--- config.mk ---
export PLATFORM = sky130hd
export DESIGN_NAME = obd_frame_tx
export DESIGN_NICKNAME = d
export VERILOG_FILES = /design/src/rtl/obd_frame_tx.sv
export SDC_FILE = /design/constraint.sdc
export NUM_CORES = 1
export LEC_CHECK = 0
export ABC_AREA = 1
export CAP_MARGIN = 5
export CELL_PAD_IN_SITES_DETAIL_PLACEMENT = 1
export CELL_PAD_IN_SITES_GLOBAL_PLACEMENT = 1
export CORE_MARGIN = 5
export CORE_UTILIZATION = 40
export CTS_CLUSTER_SIZE = 14
export DETAILED_ROUTE_END_ITERATION = 10
export PLACE_DENSITY_LB_ADDON = 0.12
export SETUP_SLACK_MARGIN = 0.02
export SYNTH_ARGS = -nofsm -noshare
export SYNTH_HDL_FRONTEND = slang
export SYNTH_SLANG_ARGS = --single-unit
--- constraint.sdc ---
create_clock -name clk -period 5.9 [get_ports clk]
set_input_delay 1.77 -clock clk [delete_from_list [all_inputs] [get_ports clk]]
set_output_delay 1.77 -clock clk [all_outputs]
set_load 0.02 [all_outputs]
--- src/rtl/obd_frame_tx.sv ---
`default_nettype none
// ============================================================================
//  Module      : obd_frame_tx
//  Description : Snapshots the vehicle-state inputs and streams them as a
//                fixed telemetry frame, one byte per valid/ready handshake,
//                into a downstream UART byte transmitter. Frames start on a
//                periodic tick count, a manual request, or an ESS rising edge.
//  Options     : OBD_SEQ_EN - inserts a sequence byte after LEN (14-byte frame)
//  Revision    : 1.0 - initial release
// ============================================================================
module obd_frame_tx #(
  parameter int         PERIOD_TICKS = 1,
  parameter logic [7:0] HEADER       = 8'hA5
) (
  input  logic        clk,
  input  logic        rst,
  input  logic        engine_on,
  input  logic        tick_1sec,
  input  logic        req,
  input  logic [7:0]  speed,
  input  logic [13:0] rpm,
  input  logic [7:0]  fuel,
  input  logic [7:0]  temp,
  input  logic [31:0] odometer_raw,
  input  logic [3:0]  current_gear,
  input  logic        ess_trigger,
  output logic [7:0]  tx_data,
  output logic        tx_valid,
  input  logic        tx_ready,
  output logic        busy,
  output logic [15:0] frame_count
);

`ifdef OBD_SEQ_EN
  localparam int         c_nbytes = 14;
  localparam logic [7:0] c_len    = 8'h0B;
  localparam int         c_off    = 3;   // first payload byte after seq byte
`else
  localparam int         c_nbytes = 13;
  localparam logic [7:0] c_len    = 8'h0A;
  localparam int         c_off    = 2;   // first payload byte after LEN
`endif
  localparam logic [3:0] c_last   = 4'(c_nbytes - 1);
  localparam logic [7:0] c_period = 8'(PERIOD_TICKS);

  typedef enum logic [0:0] {
    ST_IDLE = 1'b0,
    ST_SEND = 1'b1
  } state_t;

  state_t      r_state;
  state_t      w_state_nxt;
  logic [3:0]  r_idx;
  logic        r_pending;
  logic [7:0]  r_period_cnt;
  logic        r_ess_d;
  logic [15:0] r_frame_count;

  // frozen copy of the inputs for the frame in flight
  logic [7:0]  r_speed;
  logic [13:0] r_rpm;
  logic [7:0]  r_fuel;
  logic [7:0]  r_temp;
  logic [31:0] r_odo;
  logic [7:0]  r_status;
`ifdef OBD_SEQ_EN
  logic [7:0]  r_seq;
`endif

  logic        w_start;
  logic        w_accept;
  logic        w_last;
  logic [7:0]  w_cnt_inc;
  logic        w_period_hit;
  logic        w_ess_rise;
  logic        w_trig;
  logic [7:0]  w_frame [0:15];
  logic [7:0]  w_chk;

  // trigger sources: periodic tick count, manual request, ESS rising edge
  assign w_cnt_inc    = r_period_cnt + 8'd1;
  assign w_period_hit = tick_1sec && engine_on && (w_cnt_inc == c_period);
  assign w_ess_rise   = ess_trigger && !r_ess_d;
  assign w_trig       = w_period_hit || req || w_ess_rise;

  // counts engine-on ticks and wraps to zero when the period is reached
  always_ff @(posedge clk) begin
    if (rst) begin
      r_period_cnt <= 8'd0;
      r_ess_d      <= 1'b0;
    end else begin
      r_ess_d <= ess_trigger;
      if (tick_1sec && engine_on) begin
        if (w_period_hit) r_period_cnt <= 8'd0;
        else              r_period_cnt <= w_cnt_inc;
      end
    end
  end

  // state register, byte index, pending follow-up flag and frame counter
  always_ff @(posedge clk) begin
    if (rst) begin
      r_state       <= ST_IDLE;
      r_idx         <= 4'd0;
      r_pending     <= 1'b0;
      r_frame_count <= 16'd0;
    end else begin
      r_state <= w_state_nxt;
      if (w_start)
        r_idx <= 4'd0;
      else if (w_accept && !w_last)
        r_idx <= r_idx + 4'd1;
      // a trigger while sending (including the final byte) queues one more frame
      if (w_start)
        r_pending <= 1'b0;
      else if ((r_state == ST_SEND) && w_trig)
        r_pending <= 1'b1;
      if (w_last)
        r_frame_count <= r_frame_count + 16'd1;
    end
  end

  // captures the frame contents in the cycle the frame starts
  always_ff @(posedge clk) begin
    if (rst) begin
      r_speed  <= 8'd0;
      r_rpm    <= 14'd0;
      r_fuel   <= 8'd0;
      r_temp   <= 8'd0;
      r_odo    <= 32'd0;
      r_status <= 8'd0;
`ifdef OBD_SEQ_EN
      r_seq    <= 8'd0;
`endif
    end else if (w_start) begin
      r_speed  <= speed;
      r_rpm    <= rpm;
      r_fuel   <= fuel;
      r_temp   <= temp;
      r_odo    <= odometer_raw;
      r_status <= {engine_on, ess_trigger, 2'b00, current_gear};
`ifdef OBD_SEQ_EN
      r_seq    <= r_frame_count[7:0];
`endif
    end
  end

  // next state and handshake outputs
  always_comb begin
    w_state_nxt = r_state;
    w_start     = 1'b0;
    w_accept    = 1'b0;
    w_last      = 1'b0;
    tx_valid    = 1'b0;
    busy        = 1'b0;
    case (r_state)
      ST_IDLE: begin
        if (w_trig || r_pending) begin
          w_start     = 1'b1;
          w_state_nxt = ST_SEND;
        end
      end
      ST_SEND: begin
        tx_valid = 1'b1;
        busy     = 1'b1;
        if (tx_ready) begin
          w_accept = 1'b1;
          if (r_idx == c_last) begin
            w_last      = 1'b1;
            w_state_nxt = ST_IDLE;
          end
        end
      end
      default: w_state_nxt = ST_IDLE;
    endcase
  end

  // frame byte map built from the snapshot, checksum covers LEN..STATUS
  always_comb begin
    for (int i = 0; i < 16; i++) w_frame[i] = 8'h00;
    w_frame[0]         = HEADER;
    w_frame[1]         = c_len;
`ifdef OBD_SEQ_EN
    w_frame[2]         = r_seq;
`endif
    w_frame[c_off + 0] = r_speed;
    w_frame[c_off + 1] = {2'b00, r_rpm[13:8]};
    w_frame[c_off + 2] = r_rpm[7:0];
    w_frame[c_off + 3] = r_fuel;
    w_frame[c_off + 4] = r_temp;
    w_frame[c_off + 5] = r_odo[31:24];
    w_frame[c_off + 6] = r_odo[23:16];
    w_frame[c_off + 7] = r_odo[15:8];
    w_frame[c_off + 8] = r_odo[7:0];
    w_frame[c_off + 9] = r_status;
    w_chk = 8'h00;
    for (int i = 1; i < c_nbytes - 1; i++) w_chk = w_chk ^ w_frame[i];
    w_frame[c_nbytes - 1] = w_chk;
  end

  assign tx_data     = (r_state == ST_SEND) ? w_frame[r_idx] : 8'h00;
  assign frame_count = r_frame_count;

endmodule
`default_nettype wire

# After elaboration in Yosys (flattened, before gate mapping)
# Index checks and enable logic that the tools add are counted.
[classes] addsub=3 mul=0 n_div=0 order_cmp=1 eq_ne=2 shift=0 n_mux=16 bitwise=12 n_reduce_logical=11
[op_table] cell="$xor 8x8->8" count=8
[op_table] cell="$bmux 8 s4" count=1
[op_table] cell="$mux 8" count=4
[op_table] cell="$add 16x1->16 const B" count=1
[op_table] cell="$mux 1" count=10
[op_table] cell="$add 8x1->8 const B" count=1
[op_table] cell="$eq 8x1->1 const B" count=1
[op_table] cell="$xor 8x6->8" count=1
[op_table] cell="$ge 5x5->1 const B" count=1
[op_table] cell="$logic_and 1x1->1" count=5
[op_table] cell="$not 4->5" count=1
[op_table] cell="$add 4x1->4 const B" count=1
[op_table] cell="$eq 4x4->1 const B" count=1
[op_table] cell="$logic_or 1x1->1" count=3
[op_table] cell="$logic_not 1->1" count=2
[op_table] cell="$not 2->2" count=1
[op_table] cell="$pmux 1 s2" count=1
[op_table] cell="$reduce_or 2->1" count=1
[op_table] cell="$not 1->1" count=1
[totals] regBits=107 latchBits=0 ram_bits=0 mem_bits_ro=0 inputBits=81 output_inout_bits=26 word_cells=57 memories=0

# Longest topological paths before layout
# Gate-level depths: netlist (run 1).
[logic_depth] depth_word=14 ltp_mapped=15 ltp_nobuf=13

# Worst setup path after synthesis (run 1)
# Ideal clock, no wire load.
[synth_timing] kind="reg-to-output" startpoint="register r_idx[0]" endpoint="output tx_data[6]" arrival_time_ps=1729 required_ps=4130 setup_slack_ps=2401 path_stages_with_launch=9 path_cell_list="dfxtp_1 buf_2 inv_2 nand2_1 clkbuf_1 o22ai_1 o31ai_1 nand2_1 a21oi_1"
[synth_via] elab_chain_cells=5
[synth_rtl] item="start: declaration" line="53" source="logic [3:0] r_idx;"
[synth_rtl] item="start signal: assignment" line="112" source="r_idx <= r_idx + 4'd1;"
[synth_rtl] item="$not 4->5 (implied by the code)" line="201" source="assign tx_data = (r_state == ST_SEND) ? w_frame[r_idx] : 8'h00;"
[synth_rtl] item="$bmux 8 s4" line="201"
[synth_rtl] item="$mux 8 (implied by the code) (2 in a row)" line="201"
[synth_rtl] item="$mux 8" line="201"
[synth_rtl] item="end: declaration" line="27" source="output logic [7:0] tx_data,"
# Every way passes these cells. The select of a mux whose other input is x is not followed.

# Final worst setup path (run 1)
[layout_timing] startpoint="register r_idx[0]" endpoint="output tx_data[2]"
# Same word-level chain as after synthesis.

==> metrics.csv, run 1 <==
metric,value,unit
nFillCells,1844,
dp_cells,1091,
hp-start,frame_count[15],
critPathKind,reg2out,
r2r_setup_slack,2.97,ns
start_util,40.4,%
cts_resized,0,
yosysTopAreaCell,dfxtp_1,
fmax,205,MHz
synth_seq_area_share,36.7,%
synth_seq_cells,107,
cts_buffers,9,
holdBufCountCts,0,
worstSkewPairLatency,0.35,ns
finalCritPeriodShare,82.7,%
leakage,2.80,nW
synth_ff_type,dfxtp_1,
ir_drop,0.153,mV
start_kind,flop,
multi_input_comb_area,3200,µm²
grt_pass1_vias,6404,
grt-ovfl-total,0,
timing.rr.start,r_state,
num_rows,44,
synth_common_cells,"nand2_1, a21oi_1, dfxtp_1",
hold_depth,2,
fin_skew,0.00439,ns
timing.final.max_slew_violations,0,
synth_nets,928,
antenna_found_initial,0,
r2r-end,frame_count[15],
rsz0062_at_grt,false,
end_kind,output port,
ys_async_sr_fraction,0,%
cp.required,4.13,ns
drc,0,
setup_slack,1.02,ns
die_w,131,µm
dieArea,17100,µm²
slew_headroom,23.0,%
finalNonFillerCells,1105,
antenna_left,0,
drt_pre_antenna_iters,4,
io_pins,107,
hold_viol,0,
tightestPinTransition,1.15,ns
netlist_area,5830,µm²
pwr_density_cell,253,nW/µm²
status,"finished, final reports clean",
cts_tree,done,
drive_gt1_share,5.75,%
synth_warnings,0,
drtIter0Drc,193,
seq_area,2140,µm²
cts-root-buf,clkbuf_16,
track_usage,23.5,%
synth_most_common_cell,nand2_1,
core,14400,µm²
crit_arrival,3.11,ns
vias,5995,
ys_types,39,
maxCapViolations,0,
setup_tns,0,ns
clk_path_buf_depth,2,
reg2reg_depth,7,
synth.area.top_cells,"dfxtp_1, nand2_1, a21oi_1",
clk_pin_slew,0.07,ns
synth_edf_count,0,
gp_congestion,0.842,
netlist_instances,842,
avgSynthCellArea,6.93,µm²
hold_end,frame_count[15],
fin_crit,4.88,ns
area_growth,23.3,%
wire_per_inst,17.7,µm
port_buffers,106,
htree_levels,3,
drt_wl_total,19.5,mm
setup-violations-final,0,
postCtsSetupRepairBufs,0,
antenna_cells,0,
clock-sinks,107,
viasPerCell,5.43,
grt_first_pass_wirelength,31.8,mm
dp_slack,1.15,ns
dpl.hpwl,14.3,mm
die_y,131,µm
hold_class,reg2reg,
grt_max_degree,79,
crit_path_max_fanout,17,
yosys.area.top_type_share,36.7,%
layout.nets,1004,
==> layer usage <==
layer  routed length (µm)  track usage, %
met5                    0               0
met4                  444            9.44
met3                  876            3.86
met2                 9930            41.8
met1                 8280            28.1
==> critical path, cell delays in order (launching register included) <==
cell and delay [ns]:
dfxtp_1 0.53, inv_2 0.19, nand2_1 0.64, nor2_1 0.09
nor4_1 0.28, o21ai_0 0.18, a21oi_1 0.21, clkdlybuf4s50_1 0.63
==> where the power goes <==
| part | leakage [nW] | internal [W] | switching [W] |
|---|---|---|---|
| clock network | 0.138 | 0.000317 | 0.000262 |
| registers | 0.878 | 0.000771 | 0.0000610 |
| logic | 1.79 | 0.000181 | 0.000229 |
| total | 2.80 | 0.00127 | 0.000552 |
==> through the flow <==
| step | hold WS [ns] | area (µm²) | util, % | power, W |
|---|---|---|---|---|
| 6_report | 0.493 | 7190 | 49.8 | 0.00182 |
| 5_1_grt | 0.521 | 7190 | 49.8 | 0.00192 |
| 4_1_cts | 0.493 | 7190 | 49.8 | 0.00184 |
| 3_5_place_dp | 0.478 | 6910 | 47.9 | 0.00126 |
| 3_3_place_gp | 0.457 | 6910 | 47.9 | 0.00123 |
| 2_1_floorplan | 0.460 | 5830 | - | 0.00112 |
==> how the worst max path moves through the flow <==
stage              start          to  slack [ns]
3_5_place_dp   engine_on    r_idx[0]        1.15
2_1_floorplan   r_idx[0]  tx_data[6]        2.40
6_report        r_idx[0]  tx_data[2]        1.02
4_1_cts         r_idx[0]  tx_data[2]        1.02
3_3_place_gp   engine_on    r_idx[2]        1.33
5_1_grt         r_idx[1]  tx_data[0]        0.85
==> cells in the final DEF, fill, tap and decap left out, types with 2 or more instances in the layout <==
| cell | count |
|---|---|
| a21oi_1 | 113 |
| buf_4 | 5 |
| clkbuf_16 | 9 |
| clkbuf_8 | 3 |
| clkdlybuf4s50_1 | 105 |
| dfxtp_1 | 107 |
| ha_1 | 5 |
| inv_1 | 61 |
| inv_2 | 3 |
| nand2_1 | 187 |
| nand2_4 | 2 |
| nand3_1 | 105 |
| nand3_2 | 11 |
| nand3b_1 | 5 |
| nand4_1 | 5 |
| nor2_1 | 55 |
| nor2_2 | 2 |
| nor3_1 | 12 |
| nor3_2 | 2 |
| nor4_1 | 3 |
| o21a_1 | 2 |
| o21ai_0 | 24 |
| o22ai_1 | 22 |
| o31ai_1 | 5 |
| or2_2 | 13 |
| xnor2_1 | 33 |
| xor2_1 | 10 |
==> cells by family after synthesis <==
kind of cell | count (synthesis) | share of synthesized area, %
AOI/OAI and AO/OA | 172 | 15.8
xor gates and xnor gates | 43 | 6.46
adders and majority gates | 5 | 1.07
buffers and inverters | 111 | 8.41
DFF | 107 | 36.7
and+or+nand+nor | 404 | 31.6
==> flip-flops by register name, indices dropped and copies added (netlist names) <==
| name | count |
|---|---|
| frame_count | 16 |
| r_ess_d | 1 |
| r_fuel | 8 |
| r_idx | 4 |
| r_odo | 32 |
| r_pending | 1 |
| r_period_cnt | 8 |
| r_rpm | 14 |
| r_speed | 8 |
| r_state | 1 |
| r_status | 6 |
| r_temp | 8 |
==> layout make-up <==
class,instances,area share [%]
Multi-Input combinational cell,624,44.5
Sequential cell,107,29.8
Timing Repair Buffer,111,15.2
Clock buffer,13,3.76
Inverter,65,3.39
Tap cell,184,3.20
Clock inverter,1,0.122
Power figures use the tool's default switching activity.
==> run 2: changes to the inputs <==
Settings changed: CORE_UTILIZATION 40 to 38.
Clock period 5.9 ns to 4.7 ns, I/O delays scaled along.
==> run 2 against run 1 <==
Net effect: die area up 4.9%; non-clock buffer count up 5; critical path depth unchanged; worst hold slack worse by 0.0038 ns; total power up 28%; critical endpoint is now tx_data[3]; largest cell class unchanged.
==> metrics.csv, run 2 (synthesized netlist as in run 1, its figures left out) <==
metric,value,unit
status,"finished, final reports clean",
crit_path_max_fanout,17,
cp.required,3.29,ns
hp-start,frame_count[15],
setup_tns,0,ns
antenna_left,0,
vias,6086,
core,15100,µm²
cts_buffers,9,
use_met2,39.9,%
whs,0.489,ns
timing.rr.start,r_state,
io_pins,107,
crit_arrival,2.99,ns
drt_pre_antenna_iters,4,
antenna_found_initial,0,
end_kind,output port,
grtUsageMet1,26.3,%
critPathKind,reg2out,
timing.final.max_slew_violations,0,
worstSkewPairLatency,0.36,ns
dpl.hpwl,14.8,mm
port_buffers,106,
grt-ovfl-total,0,
gp_congestion,0.847,
die_w,134,µm
track_usage,22.0,%
drt_wl_total,20.0,mm
fin_crit,4.40,ns
setup-violations-final,0,
cts_tree,done,
die_y,134,µm
pwr_density_cell,321,nW/µm²
cts-root-buf,clkbuf_16,
grt_pass1_vias,6316,
clk_path_buf_depth,2,
largest_reg_flops,32,
tightestPinTransition,0.847,ns
wire_per_inst,17.9,µm
clk_pin_slew,0.07,ns
rsz0062_at_grt,false,
drc,0,
maxCapViolations,0,
clock-sinks,107,
grt_max_degree,78,
ir_drop,0.180,mV
layout.nets,1009,
drtIter0Drc,295,
drive_gt1_share,6.57,%
dieArea,17900,µm²
leakage,2.84,nW
holdBufCountCts,0,
postCtsSetupRepairBufs,0,
viasPerCell,5.45,
grt_use_met3,4.84,%
hold_class,reg2reg,
startpoint,r_idx[0],
top_register,r_odo,
start_util,38.5,%
hold_viol,0,
mostFrequentLayoutCells,"nand2_1, a21oi_1, dfxtp_1, nand3_1, clkdlybuf4s50_1",
finalCritPeriodShare,93.7,%
slew_headroom,43.6,%
area_growth,24.6,%
grt.busiest_layer,met2,
start_kind,flop,
fin_skew,0.00871,ns
cts_resized,0,
layout_commonest_cell,nand2_1,
antenna_cells,0,
num_rows,45,
fmax,227,MHz
grt_first_pass_wirelength,31.9,mm
post-route-util,48.0,%
htree_levels,3,
## run 2: cell types whose count changed in the layout (fill, tap and decap cells not counted), sizes merged
cell      before  now
buf            6   11
clkbuf        13   10
clkinv         2    3
clkinvlp       0    2
inv           64   66
## run 2: area by class of cell
class	count	area (µm²)
Inverter	65	244
Clock inverter	6	48.8
Fill cell	1954	7880
Multi-Input combinational cell	624	3200
Timing Repair Buffer	116	1160
Tap cell	188	235
Clock buffer	10	239
Sequential cell	107	2140
## run 2: power breakdown
group	internal, W	total, W	switching [W]
Clock	0.000381	0.000755	0.000374
Combinational	0.000234	0.000525	0.000291
Sequential	0.000968	0.00105	0.0000819
## run 2: worst paths after layout
path | endpoint | slack (ns) | cells after the start
hold reg to reg | frame_count[15] | 0.49 | 2
hold / removal | frame_count[15] | 0.49 | 2
setup / recovery | tx_data[3] | 0.30 | 7
setup reg to reg | r_odo[10] | 2.22 | 6
## run 2: critical path, stage by stage, from the launching register on
cell and delay [ns]:
dfxtp_1 0.49, inv_2 0.16, nand2_1 0.55, o22ai_1 0.15, nor3_1 0.24, o21ai_0 0.13
a21oi_1 0.25, clkdlybuf4s50_1 0.66
## run 2: through the flow
| step | area, µm² | total power, W | std cells | setup WS (ns) |
|---|---|---|---|---|
| after floorplan | 5830 | 0.00140 | 842 | 1.56 |
| after global placement | 6980 | 0.00157 | 1100 | 0.801 |
| after detailed placement | 6980 | 0.00159 | 1100 | 0.730 |
| after CTS | 7270 | 0.00235 | 1116 | 0.315 |
| after global routing | 7270 | 0.00245 | 1116 | 0.174 |
| final | 7270 | 0.00233 | 1116 | 0.298 |
## run 2: metal layers
metal	vias to the layer above	share of wire [%]
met4	0	2.0
met5	-	0
met2	128	51
li1	2970	-
met1	2957	43
met3	31	4.1
